File: src/rtl/mips_md_pkg.sv
// -----------------------------------------------------------------------------
// mips_md_pkg
// Shared constants for the iterative multiply/divide sequencer:
//   - FSM state encoding (IDLE/CALC/FIXUP/DONE)
//   - MD_ITER   : operand width, which is also the iteration count
//   - MD_DBZ_LO : value written to Lo when the divisor is zero
// -----------------------------------------------------------------------------
package mips_md_pkg;

    localparam int MD_ITER = 32;

    localparam logic [31:0] MD_DBZ_LO = 32'hFFFF_FFFF;

    // Plain localparam encoding keeps the state register compatible with
    // older tools and netlist-level debug scripts.
    localparam logic [1:0] MD_ST_IDLE  = 2'd0;
    localparam logic [1:0] MD_ST_CALC  = 2'd1;
    localparam logic [1:0] MD_ST_FIXUP = 2'd2;
    localparam logic [1:0] MD_ST_DONE  = 2'd3;

endpackage : mips_md_pkg

File: src/rtl/md_iter_step.sv
// -----------------------------------------------------------------------------
// md_iter_step
// Purely combinational single iteration of the multiply/divide sequence.
// The sequencer keeps one (2*WIDTH+1)-bit accumulator that is shared by
// both operations:
//   multiply: acc = {carry, partial_hi, multiplier/partial_lo}
//             add the multiplicand into the upper part when acc[0] = 1,
//             then shift the whole accumulator right by one.
//   divide  : acc = {0, rem, quot}
//             shift {rem, quot} left by one, trial-subtract the divisor
//             from rem and keep the difference (quot[0] = 1) if it is
//             non-negative.
// Ports:
//   is_mult  in   1 = multiply step, 0 = divide step
//   acc_in   in   accumulator before this step
//   opnd     in   multiplicand (multiply) or divisor (divide) magnitude
//   acc_out  out  accumulator after this step
// -----------------------------------------------------------------------------
module md_iter_step
    import mips_md_pkg::*;
#(
    parameter int WIDTH = MD_ITER
) (
    input  logic               is_mult,
    input  logic [2*WIDTH:0]   acc_in,
    input  logic [WIDTH-1:0]   opnd,
    output logic [2*WIDTH:0]   acc_out
);

    logic [WIDTH:0] mul_upper;
    logic [WIDTH:0] mul_sum;
    logic [WIDTH:0] rem_sh;
    logic [WIDTH:0] diff;

    always_comb begin
        // Multiply: the carry bit of the upper part is always 0 at the start
        // of a step (the previous shift cleared it), so WIDTH+1 bits of sum
        // never overflow.
        mul_upper = acc_in[2*WIDTH:WIDTH];
        mul_sum   = acc_in[0] ? (mul_upper + {1'b0, opnd}) : mul_upper;

        // Divide: {rem, quot[MSB]} is rem shifted left with the next
        // dividend bit brought in. It is always below 2*divisor, so the
        // top bit of the WIDTH+1 bit difference is a clean borrow flag.
        rem_sh = acc_in[2*WIDTH-1:WIDTH-1];
        diff   = rem_sh - {1'b0, opnd};

        acc_out = '0;
        if (is_mult) begin
            acc_out = {1'b0, mul_sum, acc_in[WIDTH-1:1]};
        end else if (!diff[WIDTH]) begin
            acc_out = {1'b0, diff[WIDTH-1:0], acc_in[WIDTH-2:0], 1'b1};
        end else begin
            acc_out = {1'b0, rem_sh[WIDTH-1:0], acc_in[WIDTH-2:0], 1'b0};
        end
    end

endmodule : md_iter_step

File: src/rtl/mult_div_sequencer.sv
// -----------------------------------------------------------------------------
// mult_div_sequencer
// Iterative multiply/divide controller feeding the Lo/Hi register. Accepts
// one mult/multu/div/divu request, runs WIDTH shift-add or restoring
// shift-subtract steps on operand magnitudes, applies sign correction, and
// delivers {hi, lo} with a one-cycle write-enable pulse.
//
// Timing (start accepted in cycle 0): CALC cycles 1..WIDTH, FIXUP cycle
// WIDTH+1, DONE cycle WIDTH+2 (lhr_wen = 1, p valid). Divide by zero goes
// straight to DONE in cycle 1.
//
// Ports:
//   clk          in   rising-edge clock
//   rst          in   synchronous active-high reset
//   start        in   request from execute stage (ignored while busy)
//   is_mult      in   1 = multiply, 0 = divide (sampled with start)
//   is_unsigned  in   1 = unsigned operation (sampled with start)
//   a, b         in   rs / rt operands (sampled with start)
//   lhr_ren      in   mfhi/mflo in execute stage this cycle
//   busy         out  sequence in flight (CALC, FIXUP, DONE)
//   stall        out  hold IF/ID/EX: busy & (start | lhr_ren)
//   lhr_wen      out  one-cycle pulse, Lo/Hi register captures p
//   p            out  result {hi, lo}; changes only on entry to DONE
//   div_by_zero  out  pulses with lhr_wen when the divisor was zero
// -----------------------------------------------------------------------------
module mult_div_sequencer
    import mips_md_pkg::*;
#(
    parameter int WIDTH = MD_ITER
) (
    input  logic                 clk,
    input  logic                 rst,
    input  logic                 start,
    input  logic                 is_mult,
    input  logic                 is_unsigned,
    input  logic [WIDTH-1:0]     a,
    input  logic [WIDTH-1:0]     b,
    input  logic                 lhr_ren,
    output logic                 busy,
    output logic                 stall,
    output logic                 lhr_wen,
    output logic [2*WIDTH-1:0]   p,
    output logic                 div_by_zero
);

    localparam int CW = $clog2(WIDTH);

    // ------------------------------------------------------------------
    // State
    // ------------------------------------------------------------------
    logic [1:0]         state_q,    state_d;
    logic [CW-1:0]      cnt_q,      cnt_d;
    logic [2*WIDTH:0]   acc_q,      acc_d;
    logic [WIDTH-1:0]   opnd_q,     opnd_d;
    logic               is_mult_q,  is_mult_d;
    logic               neg_q,      neg_d;      // product / quotient negative
    logic               rem_neg_q,  rem_neg_d;  // remainder negative
    logic               dbz_q,      dbz_d;
    logic [2*WIDTH-1:0] p_q,        p_d;

    // ------------------------------------------------------------------
    // Operand magnitudes and sign fixup terms
    // ------------------------------------------------------------------
    logic               a_neg;
    logic               b_neg;
    logic [WIDTH-1:0]   a_mag;
    logic [WIDTH-1:0]   b_mag;
    logic [2*WIDTH-1:0] prod_raw;
    logic [2*WIDTH-1:0] prod_fix;
    logic [WIDTH-1:0]   quot_fix;
    logic [WIDTH-1:0]   rem_fix;
    logic [2*WIDTH:0]   step_acc;

    // The most negative value maps to itself under negation, which is the
    // correct unsigned magnitude; this is why 0x80000000 / -1 needs no
    // special case.
    assign a_neg = !is_unsigned && a[WIDTH-1];
    assign b_neg = !is_unsigned && b[WIDTH-1];
    assign a_mag = a_neg ? -a : a;
    assign b_mag = b_neg ? -b : b;

    assign prod_raw = acc_q[2*WIDTH-1:0];
    assign prod_fix = neg_q     ? -prod_raw                : prod_raw;
    assign quot_fix = neg_q     ? -acc_q[WIDTH-1:0]        : acc_q[WIDTH-1:0];
    assign rem_fix  = rem_neg_q ? -acc_q[2*WIDTH-1:WIDTH]  : acc_q[2*WIDTH-1:WIDTH];

    md_iter_step #(
        .WIDTH   (WIDTH)
    ) u_step (
        .is_mult (is_mult_q),
        .acc_in  (acc_q),
        .opnd    (opnd_q),
        .acc_out (step_acc)
    );

    // ------------------------------------------------------------------
    // Next-state logic
    // ------------------------------------------------------------------
    always_comb begin
        // NOTE: every signal gets a default before the case so no path can
        // leave it unassigned and infer a latch.
        state_d   = state_q;
        cnt_d     = cnt_q;
        acc_d     = acc_q;
        opnd_d    = opnd_q;
        is_mult_d = is_mult_q;
        neg_d     = neg_q;
        rem_neg_d = rem_neg_q;
        dbz_d     = dbz_q;
        p_d       = p_q;

        case (state_q)
            MD_ST_IDLE: begin
                if (start) begin
                    is_mult_d = is_mult;
                    neg_d     = a_neg ^ b_neg;
                    rem_neg_d = a_neg;
                    cnt_d     = '0;
                    dbz_d     = 1'b0;
                    if (is_mult) begin
                        // Multiplier sits in the low half and is consumed LSB first.
                        acc_d  = {1'b0, {WIDTH{1'b0}}, b_mag};
                        opnd_d = a_mag;
                    end else begin
                        // Dividend sits in the quotient half and is shifted out MSB first.
                        acc_d  = {1'b0, {WIDTH{1'b0}}, a_mag};
                        opnd_d = b_mag;
                    end
                    if (!is_mult && (b == '0)) begin
                        // Divide by zero: hi gets the raw dividend, lo all ones.
                        p_d     = {a, WIDTH'(MD_DBZ_LO)};
                        dbz_d   = 1'b1;
                        state_d = MD_ST_DONE;
                    end else begin
                        state_d = MD_ST_CALC;
                    end
                end
            end

            MD_ST_CALC: begin
                acc_d = step_acc;
                cnt_d = cnt_q + CW'(1);
                if (cnt_q == CW'(WIDTH - 1)) begin
                    state_d = MD_ST_FIXUP;
                end
            end

            MD_ST_FIXUP: begin
                // p is loaded here so it is already valid in the DONE cycle.
                if (is_mult_q) begin
                    p_d = prod_fix;
                end else begin
                    p_d = {rem_fix, quot_fix};
                end
                state_d = MD_ST_DONE;
            end

            default: begin  // MD_ST_DONE
                dbz_d   = 1'b0;
                state_d = MD_ST_IDLE;
            end
        endcase
    end

    // ------------------------------------------------------------------
    // Registers
    // ------------------------------------------------------------------
    // NOTE: sequential state is updated with non-blocking assignments so
    // every flop samples the pre-edge value of every other flop.
    always_ff @(posedge clk) begin
        if (rst) begin
            // NOTE: the datapath registers are reset as well, so a discarded
            // sequence leaves no stale accumulator or result behind.
            state_q   <= MD_ST_IDLE;
            cnt_q     <= '0;
            acc_q     <= '0;
            opnd_q    <= '0;
            is_mult_q <= 1'b0;
            neg_q     <= 1'b0;
            rem_neg_q <= 1'b0;
            dbz_q     <= 1'b0;
            p_q       <= '0;
        end else begin
            state_q   <= state_d;
            cnt_q     <= cnt_d;
            acc_q     <= acc_d;
            opnd_q    <= opnd_d;
            is_mult_q <= is_mult_d;
            neg_q     <= neg_d;
            rem_neg_q <= rem_neg_d;
            dbz_q     <= dbz_d;
            p_q       <= p_d;
        end
    end

    // ------------------------------------------------------------------
    // Outputs
    // ------------------------------------------------------------------
    assign busy        = (state_q != MD_ST_IDLE);
    assign stall       = busy && (start || lhr_ren);
    assign lhr_wen     = (state_q == MD_ST_DONE);
    assign div_by_zero = (state_q == MD_ST_DONE) && dbz_q;
    assign p           = p_q;

endmodule : mult_div_sequencer
File: config.mk
export PLATFORM = sky130hd
export DESIGN_NAME = mult_div_sequencer
export DESIGN_NICKNAME = d
export VERILOG_FILES = /design/src/rtl/mips_md_pkg.sv /design/src/rtl/md_iter_step.sv /design/src/rtl/mult_div_sequencer.sv
export SDC_FILE = /design/constraint.sdc
export NUM_CORES = 1
export LEC_CHECK = 0
export ABC_AREA = 1
export BUFFER_PORTS_ARGS = -buffer_cell sky130_fd_sc_hd__buf_2
export CORE_ASPECT_RATIO = 1.25
export CORE_MARGIN = 1.5
export CORE_UTILIZATION = 52
export CTS_CLUSTER_SIZE = 25
export DETAILED_ROUTE_END_ITERATION = 16
export PLACE_DENSITY = 0.7
export SETUP_SLACK_MARGIN = 0.05
export SLEW_MARGIN = 20
export SYNTH_ARGS = -nofsm -noshare
export SYNTH_HDL_FRONTEND = slang
export SYNTH_HIERARCHICAL = 1
export SYNTH_SLANG_ARGS = --single-unit
export TNS_END_PERCENT = 100
File: constraint.sdc
create_clock -name clk -period 6.3 [get_ports clk]
set_input_delay 0.63 -clock clk [delete_from_list [all_inputs] [get_ports clk]]
set_output_delay 0.63 -clock clk [all_outputs]
set_load 0.005 [all_outputs]
## Word-level counts from Yosys, hierarchy flattened

Cells that the tools add are included.

| operators by class | value |
|---|---|
| reductions and logical operators | 19 |
| bitwise logic cells | 2 |
| eq/ne operators | 7 |
| add/subtract/negate cells | 8 |
| multiplexer cells | 25 |

Operator list:

| operator | number |
|---|---|
| two-way mux 64 bit | 5 |
| two-way mux 32 bit | 6 |
| two-way mux 65 bit | 2 |
| case mux 65 bit (2 select lines) | 1 |
| negator 32 bit | 4 |
| case mux 64 bit (2 select lines) | 1 |
| negator 64 bit | 1 |
| adder 33 x 32 -> 33 bit | 1 |
| two-way mux 33 bit | 1 |
| subtractor 33 x 32 -> 33 bit | 1 |
| logical NOT 32 bit | 1 |
| case mux 5 bit (2 select lines) | 1 |
| AND reduction 2 bit | 4 |
| two-way mux 2 bit | 3 |
| != test 2 bit (second input constant) | 3 |
| case mux 2 bit (3 select lines) | 1 |
| nonzero test 2 bit | 3 |
| adder 5 x 1 -> 5 bit (second input constant) | 1 |
| == test 5 bit (second input constant) | 1 |
| logical AND 1 bit | 5 |
| two-way mux 5 bit | 1 |
| == test 2 bit (second input constant) | 2 |
| AND reduction 3 bit | 1 |
| == test 2 x 1 -> 1 bit (second input constant) | 1 |
| 8 further kinds | 10 |

| word-level totals | value |
|---|---|
| flip-flop bits (word level) | 172 |
| word-level logic and storage cells | 70 |
| input bits | 70 |

## Logic depth before layout (Yosys ltp)

| depth | value |
|---|---|
| depth after elaboration | 6 |
| depth in mapped cells | 20 |
| depth with buffers taken out | 20 |

## Modules after synthesis

Netlist, hierarchy kept.

By module, submodules not included:

| module | sequential area each (µm²) | times used | cells each | area an instance (µm²) |
|---|---|---|---|---|
| mult_div_sequencer | 3443.3 | 1 | 2031 | 11846.4 |
| md_iter_step | 0.0 | 1 | 1417 | 6713.9 |

## Worst setup path before layout

OpenSTA, ideal clock, no wires.

| path | value |
|---|---|
| kind | reg2reg |
| from | register acc_q[31] |
| to | register acc_q[0] |
| slack | 3912 ps |
| required time | 6161 ps |
| stages on the path, launching flop included | 18 |
| path buffers | 0 |
| arrival time | 2248 ps |
| cells stage by stage | dfxtp_1 > inv_1 > ha_1 > fa_1 > inv_1 > nand2_1 > nand2_1 > nand3_1 > nand2_2 > nand2_2 > nand2_4 > nand2_4 > nand2_4 > nand2_2 > nand3_2 > o21ai_0 > a21oi_1 > a221oi_1 |

| on the way | value |
|---|---|
| longest elaborated chain between the ends | 4 |

RTL lines:

| item | line | text |
|---|---|---|
| from (decl) | mult_div_sequencer.sv:53 | `logic [2*WIDTH:0] acc_q, acc_d;` |
| from (signal assigned) | mult_div_sequencer.sv:176 | `acc_q <= '0;` |
| from (signal assigned) | mult_div_sequencer.sv:186 | `acc_q <= acc_d;` |
| subtractor 33 x 32 -> 33 bit | md_iter_step.sv:46 | `diff = rem_sh - {1'b0, opnd};` |
| two-way mux 64 bit | md_iter_step.sv:51 | `end else if (!diff[WIDTH]) begin` |
| two-way mux 65 bit | md_iter_step.sv:49 | `if (is_mult) begin` |
| named net step_acc[0] | mult_div_sequencer.sv:72 | `logic [2*WIDTH:0] step_acc;` |
| case mux 65 bit (2 select lines) | mult_div_sequencer.sv:112 | `case (state_q)` |

The timed path passes the listed nets, and every way through them passes these cells.
A chain may end at the register's enable or synchronous reset.

## Worst setup path in the final report

| path | value |
|---|---|
| from | register opnd_q[5] |
| to | register acc_q[47] |

| on the way | value |
|---|---|
| longest elaborated chain between the ends | 4 |
| elaborated cells on any way between the ends | 6 |
| those cells by class | add/sub (2); mux (4) |

RTL lines:

| item | line | text |
|---|---|---|
| from (decl) | mult_div_sequencer.sv:54 | `logic [WIDTH-1:0] opnd_q, opnd_d;` |
| from (signal assigned) | mult_div_sequencer.sv:187 | `opnd_q <= opnd_d;` |
| subtractor 33 x 32 -> 33 bit / adder 33 x 32 -> 33 bit (equally long branches) | md_iter_step.sv:46, md_iter_step.sv:40 |  |
| two-way mux 64 bit / two-way mux 33 bit (equally long branches) | md_iter_step.sv:51, md_iter_step.sv:40 |  |
| two-way mux 65 bit * | md_iter_step.sv:49 |  |
| named net step_acc[47] | mult_div_sequencer.sv:72 |  |
| case mux 65 bit (2 select lines) * | mult_div_sequencer.sv:112 |  |

Mark *: on every way through the listed nets, which the timed path passes. The rest lies on a longest branch.

==> results.cfg <==
[sta]
post-route-period-util_pct = 53.6
fmax_mhz = 296
period_needed_ns = 3.38
rsz0062_at_grt = false
fin_setup_tns_ns = 0
holdWs_ns = 0.464
tightest_slew_ns = 1.20
report.final.slew_viol_count = 0
finalHoldViolCount = 0
setup_viol = 0
clock_skew_ns = 0.0148
relSlewSlack_pct = 19.1

[power_and_ir_drop]
p_sw_share_pct = 61.9
leakagePower_nw = 10.8
p_sw_mw = 6.76
internal-power_mw = 4.16
pwr_density_cell_nw_per_um2 = 542
power_frac_comb_pct = 73.0
clkPwrFrac_pct = 10.2
peakVddDrop_v = 0.000408
p_seq_share_pct = 16.8
total_power_mw = 10.9

[cts]
clk_path_buf_depth = 2
hold_buffers = 0
clk_latency_ns = 0.49
tritoncts = yes
numCtsBuffers = 17
post_cts_buffers = 0
cts.reportedPaths.clkPinSlew_ns = 0.09
root_buffer = clkbuf_16
cts.repair.resized = 0
cts.htree.levels = 4
cts.sinks = 172

[synth]
synth.distinct_cells = 50
synthCells = 3448
synth_edf_count = 0
synth_top_flop_cell = dfxtp_1
syn_area_um2 = 18600
seq_area_frac_synth_pct = 18.6
synth_nets = 3595
syn_area_per_cell_um2 = 5.38
ys_warn_count = 6
synth_seq_cells = 172
async_flop_share_pct = 0

[die]
design.core.area_um2 = 35300
start_util_pct = 52.6
die_width_um = 172
rows = 77
die-area_um2 = 36800
io_pins = 138
die_y_um = 214

[worst_setup_path]
path_class = flop to flop
cp_max_fo = 4
crit_start = opnd_q[5]
worstSetupEndpointType = flop
worstPathArrival_ns = 3.72
r2r_slack_ns = 2.92
reg2reg_to = acc_q[47]
start_kind = flop
worstReg2RegStart = opnd_q[5]
crit_required_ns = 6.65
reg2regPathDepth = 14

[drt]
drt-total-wl_um = 85000
vias = 23600
drtPass1Iterations = 7
wl_per_cell_um = 21.2
via_per_inst = 5.90
drt_iter0_drc = 3025
route.detailed.drc = 0
ant_nets = 0

[global_routing]
overflow = 0
grt_pass1_wl_um = 130000
antenna_found_initial = 6
grt_pass1_vias = 22100
grt_usage_pct = 47.0
grt_max_degree = 85

[worst_hold_path]
min_path_cells = 2
hp-start = p[53]
hold_path.class = flop to flop
worstHoldEndpoint = p[53]

[finish]
mostFrequentLayoutCell = nand2_1
stdcell_area_um2 = 20200
mostFrequentLayoutCells = nand2_1 (1183), inv_1 (491), nor2_1 (373), nand3_1 (319), a21oi_1 (216)
fin_nets = 3663
multi_input_area_um2 = 12700
area_growth_pct = 8.59
layout-drive-gt1-share_pct = 8.42
fillers = 3795
layout.area.seq_um2 = 3440
final_cells = 4006

[placed_design]
numPortBuffers = 137
place_area_um2 = 19500
place_inst = 3971
globalplace.congestion = 1.08
dpl.hpwl_um = 65000

[run_status]
status = finished, final reports clean

[run]
max-cap-violations = 0
critical path, cell delays in order (launching register included):
cell     delay (ns)
dfxtp_1        0.73
inv_1          0.11
ha_1           0.37
nand2_1        0.13
inv_1          0.06
a21oi_1        0.13
nand2_1        0.17
nand2_1        0.10
nand2_1        0.11
xnor2_1        0.95
nand2_2        0.07
nand3_1        0.10
nand2_1        0.06
nand2_1        0.06
a21oi_1        0.07
synth_stat cells, drive strengths merged, types with 37 or more instances:
master	number	share of area, %
nand2	1216	25
inv	497	10
nor2	387	8.2
nand3	331	9.3
a21oi	224	6.2
o21ai	183	5.0
dfxtp	172	19
clkbuf	85	1.7
ha	75	5.1
nand4	45	1.6
o211ai	37	1.5
xor2	37	1.7
state kept, by name, indices dropped and copies added, names as in the netlist:
register   flops
is_mult_q      1
opnd_q        32
dbz_q          1
p             64
acc_q         65
state_q        2
neg_q          1
cnt_q          5
rem_neg_q      1
through the flow:
stage / setup slack, ns / util (%)
final: 2.92 / 57.2
after global routing: 2.73 / 57.1
after CTS: 3.14 / 57.1
after detailed placement: 2.96 / 55.4
after global placement: 3.02 / 55.4
after floorplan: 3.91 / -
power groups by stage:
stage	sequential [mW]	combinational, mW	clock, mW
floorplan	1.61	5.51	0
global route	1.85	8.74	1.16
CTS	1.78	7.56	1.11
finish	1.84	7.97	1.11
global placement	1.80	7.43	0
detailed placement	1.80	7.52	0
worst max path at each step:
stage,to,slack (ns),cells after the start
CTS,acc_q[25],3.14,9
global route,acc_q[0],2.73,12
finish,acc_q[47],2.92,14
detailed placement,p[35],2.96,11
global placement,p[34],3.02,11
floorplan,acc_q[0],3.91,17
routing by layer:
| metal | vias to the layer above | GRT usage [%] | routed length, µm |
|---|---|---|---|
| met5 | - | 0 | 30 |
| met4 | 4 | 40.0 | 8940 |
| met3 | 485 | 15.2 | 9430 |
| met2 | 1447 | 71.7 | 37100 |
| met1 | 10600 | 52.4 | 29500 |
| li1 | 11000 | - | - |
kinds of logic (layout without fill, tap and decap cells):
logic type	Yosys count	after routing	synth area share [%]
AO/OA/AOI/OAI	468	468	13.7
XOR/XNOR	54	54	2.55
adder cells (fa/ha/maj)	77	77	5.27
buffers and inverters	618	699	13.0
flip-flops	172	172	18.6
other	1	4	0.0202
AND/OR/NAND/NOR	2058	2058	46.9
final cells by class:
cell class,count,area share [%]
repair buffers,168,4.56
clock inverters,15,0.875
multi-input cells,2658,63.1
diodes,3,0.0372
inverters,499,9.29
clock buffers,17,2.11
well taps,474,2.94
flip-flops and latches,172,17.1
(Power assumes the default switching activity.)
